<file path="config.mk">
export PLATFORM = sky130hd
export DESIGN_NAME = fetch_instr_queue
export DESIGN_NICKNAME = d
export VERILOG_FILES = /design/src/rtl/fetch_instr_queue.sv
export SDC_FILE = /design/constraint.sdc
export NUM_CORES = 1
export LEC_CHECK = 0
export ABC_AREA = 1
export BUFFER_PORTS_ARGS = -buffer_cell sky130_fd_sc_hd__buf_4
export CAP_MARGIN = 20
export CORE_MARGIN = 2
export CORE_UTILIZATION = 35
export CTS_CLUSTER_SIZE = 30
export DETAILED_ROUTE_END_ITERATION = 12
export GPL_TIMING_DRIVEN = 0
export PLACE_DENSITY_LB_ADDON = 0.05
export SLEW_MARGIN = 20
export SYNTH_ARGS = -nofsm -noshare
export SYNTH_HDL_FRONTEND = slang
export SYNTH_SLANG_ARGS = --single-unit
export TNS_END_PERCENT = 50
</file>
<file path="constraint.sdc">
create_clock -name clk -period 15.3 [get_ports clk]
set_input_delay 3.06 -clock clk [delete_from_list [all_inputs] [get_ports clk]]
set_output_delay 3.06 -clock clk [all_outputs]
set_load 0.05 [all_outputs]
</file>
<file path="src/rtl/fetch_instr_queue.sv">
// Fetch-side instruction queue sitting between the IF stages and decode.
// Packets are buffered in arrival order in a circular buffer and the head is
// presented first-word-fall-through. IF1 is stalled SLACK entries early so that
// packets already in flight still find room. A redirect (flush) or reset empties
// the queue without clearing the entry storage.
module fetch_instr_queue #(
    parameter int DEPTH = 8,
    parameter int SLACK = 2
) (
    input  logic                       clk,
    input  logic                       rst,
    input  logic                       in_valid,
    input  logic [31:0]                in_pc,
    input  logic [31:0]                in_instr,
    input  logic [7:0]                 in_ecode,
    input  logic                       flush,
    input  logic                       out_ready,
    output logic                       out_valid,
    output logic [31:0]                out_pc,
    output logic [31:0]                out_instr,
    output logic [7:0]                 out_ecode,
    output logic                       stall_full_instr,
    output logic [$clog2(DEPTH):0]     count,
    output logic                       overflow
);

    localparam int AW = $clog2(DEPTH);
    localparam int CW = AW + 1;

    logic [31:0]   r_pcMem    [DEPTH];
    logic [31:0]   r_instrMem [DEPTH];
    logic [7:0]    r_ecodeMem [DEPTH];
    logic [AW-1:0] r_head;
    logic [AW-1:0] r_tail;
    logic [CW-1:0] r_count;

    logic          w_pop;
    logic          w_push;
    logic          w_clear;

    // Handshake decode: a pop in the same cycle frees a slot for a push when full
    always_comb begin
        w_clear  = rst | flush;
        w_pop    = (r_count != '0) & out_ready;
        w_push   = in_valid & ((r_count < CW'(DEPTH)) | w_pop);
        overflow = in_valid & ~w_push & ~w_clear;
    end

    // Head entry and status are driven straight from registers, never from in_*
    always_comb begin
        out_valid        = (r_count != '0);
        out_pc           = r_pcMem[r_head];
        out_instr        = r_instrMem[r_head];
        out_ecode        = r_ecodeMem[r_head];
        stall_full_instr = (r_count >= CW'(DEPTH - SLACK));
        count            = r_count;
    end

    // Entry storage: written at the tail on an accepted push, never reset
    always_ff @(posedge clk) begin
        if (w_push && !w_clear) begin
            r_pcMem[r_tail]    <= in_pc;
            r_instrMem[r_tail] <= in_instr;
            r_ecodeMem[r_tail] <= in_ecode;
        end
    end

    // Pointers wrap naturally since DEPTH is a power of two; occupancy lives in r_count
    always_ff @(posedge clk) begin
        if (w_clear) begin
            r_head  <= '0;
            r_tail  <= '0;
            r_count <= '0;
        end else begin
            if (w_push) r_tail <= r_tail + AW'(1);
            if (w_pop)  r_head <= r_head + AW'(1);
            r_count <= r_count + CW'(w_push) - CW'(w_pop);
        end
    end

    // A dropped packet can only ever happen against a full queue that is not draining
    always_ff @(posedge clk) begin
        if (!rst) assert (!overflow || ((r_count == CW'(DEPTH)) && !w_pop));
    end

endmodule

</file>
==> metrics.txt <==
Ports=roughly 160; Initial DRC Count=approximately 1100; crit path launch type=input port; Hold Path Origin=r_head[0]; Post-Syn Instances=around 1900; fin. max-slew vios=0; Reg-to-Reg End=r_pcMem[3][9]; non-filler cells, final=3050; Clock Sinks=just under 600; initial antenna violation count=2; WL per Instance=between 20 and 25 um; htree depth=3; vias per cell=about 4.9; Max Root-Sink Buffers=3; routed via count=around 15000; Fin Setup TNS=0 ns; Place WS=roughly 8.1 ns; average cell area after synthesis=between 10 and 15 um^2; Initial Util=0.3536; final setup fails=0; largest net degree at the start of global routing=22; Slew @ Worst Pin=between 0.7 and 0.8 ns; row count=between 90 and 100; final worst setup slack=8.127 ns; share of cells above drive strength 1=0.1497; cts hold-fix bufs=0; crit path from=flush; Area after DPL=approximately 26000 um^2; final hold vios=0; first-pass GRT wire length=roughly 95 mm; CTS tree=yes; period utilization=0.4688; Slew Limit Headroom=0.5245; Mapped Area=about 23000 um^2; maximum VDD drop=approximately 0.063 mV; post-layout min period=7.173 ns; 1st-pass router iterations=4; GR Overflow Total=0; fillers=slightly above 6000; cells on worst reg2reg path=10; vias in the first global route=15080; sequential cell area=17560 um^2; PwrDens=about 130 nW/um^2; Cells after DPL=~2900; Worst Hold Path Cells=2; type of the worst setup path=input port to primary output; die area=68500 um^2; clk slew on worst S/H paths=0.06 ns; Fin Hold WS=around 0.5 ns; area of the multi-input gates=between 5000 and 6000 um^2; Antenna Nets Post-Route=0; DIE HEIGHT=approximately 260 um; Core ar.=around 66000 um^2; Critical Path RT=around 12 ns; Nets=2219; fin area=28350 um^2; Port Buf Inserts=roughly 150; total routed wirelength=between 60 and 70 mm; Final Util=0.4312; DRC=0; syn_nets=roughly 2000; Die Wd=between 200 and 300 um; Crit Path Max Fanout=10; # resized after CTS=0; Worst R2R Setup Slack=12.09 ns; post-synthesis register bit count=around 600; HPWL Detailed=between 40 and 50 mm; Synth Warn #=0; post-synthesis sequential area ratio=0.7552; reg2reg start=count[2]; total power=3.709 mW; Clock Latency Late Sink=~0.61 ns; Max Fclk=0.1394 GHz; max_cap viols=0; Synth cell types=21; Worst Setup End Kind=primary output; CTS Buf Count=69; setup bufs post-CTS=0; area delta synth->final=21.94%; GR Util All Layers=0.1881; Placer Congestion=between 0.7 and 0.8; root buffer cell=clkbuf_16; RSZ-0062 raised after global routing=false; status=completed; Final Skew=a little over 0.02 ns; LEAKAGE=roughly 9.9 nW; HP Class=flip-flop to flip-flop; critical path arrival=4.11 ns
[worst max path at each step]
stage	end	slack, ns	cells past startpoint
CTS	overflow	8.11	6
global route	overflow	8.02	6
finish	overflow	8.13	6
floorplan	overflow	8.07	4
detailed placement	overflow	8.11	6
global placement	r_pcMem[0][7]	4.50	5
[synth_stat cells]
library cell / instances / area share
edfxtp_1: 576 / 0.74
nor2_1: 453 / 0.073
nand2_1: 235 / 0.038
o21ai_1: 225 / 0.048
o21ai_0: 211 / 0.045
clkbuf_1: 52 / 0.0084
buf_2: 22 / 0.0047
buf_6: 19 / 0.0092
inv_1: 19 / 0.0031
buf_1: 17 / 0.0027
dfxtp_1: 13 / 0.011
a21oi_1: 9 / 0.0019
ha_1: 9 / 0.0048
nand3_1: 7 / 0.0015
buf_4: 2 / 0.00065
buf_12: 1 / 0.00086
fa_1: 1 / 0.00086
inv_2: 1 / 0.00016
inv_4: 1 / 0.00027
nand4_1: 1 / 0.00027
xor2_1: 1 / 0.00038
[metal layers]
layer  wire, um  vias up  global-route usage  share of wire
met4       1027        2             0.05114          0.016
met3       2527       75             0.02894          0.040
met1      29290     7315              0.2562           0.46
met2      31090      277              0.3138           0.49
met5         16        -                   0        0.00025
li1           -     7144                   -              -
[cells by family (layout without fill, tap and decap cells)]
group | Yosys count | after routing | synth area share
AO/OA/AOI/OAI | 445 | 445 | 0.09580
XOR/XNOR | 1 | 1 | 0.0003768
adder cells (fa/ha/maj) | 10 | 10 | 0.005705
buffers and inverters | 134 | 444 | 0.03008
flip-flops | 589 | 589 | 0.7552
other | 0 | 1 | 0
AND/OR/NAND/NOR | 696 | 696 | 0.1129
[report_power, final]
| part | internal (mW) | switching [mW] | total [mW] |
|---|---|---|---|
| sequential | 1.78 | 0.00447 | 1.79 |
| combinational | 0.112 | 0.277 | 0.389 |
| clock | 0.880 | 0.651 | 1.53 |
| total | 2.78 | 0.933 | 3.71 |
[flip-flops by register name, indices dropped and copies added, names as in the netlist, named ones only]
register,count
r_instrMem,256
r_head,3
r_pcMem,256
r_tail,3
r_ecodeMem,64
count,4
[cells in the final DEF, fill, tap and decap left out, types with 2 or more instances in the layout]
cell type	synthesis	final
clkinvlp_4	0	2
clkbuf_1	52	72
buf_2	22	22
clkinv_2	0	4
edfxtp_1	576	576
nor2_1	453	445
a21oi_1	9	9
nand3_1	7	7
clkinv_1	0	17
o21ai_0	211	211
buf_16	0	14
buf_4	2	156
nor2_4	0	8
buf_8	0	2
nand2_1	235	235
buf_12	1	17
buf_6	19	19
buf_1	17	17
inv_1	19	19
dfxtp_1	13	13
inv_6	0	6
ha_1	9	9
clkbuf_16	0	71
o21ai_1	225	225
clkbuf_8	0	2
[cell type report]
cell class	instances	share of cell area
timing repair buffer	186	0.06673
sequential	589	0.6193
tap	864	0.03813
inverter	21	0.002869
clock inverter	30	0.006400
buffer	113	0.02185
clock buffer	94	0.06642
multi-input combinational	1152	0.1782
antenna	1	0.00008827
[critical path: stages]
cell and delay (ns):
buf_4 0.11, nor2_1 0.13, clkbuf_1 0.38, nand2_1 0.09, nor2_1 0.13, buf_4 0.21
Power figures use the tool's default switching activity.
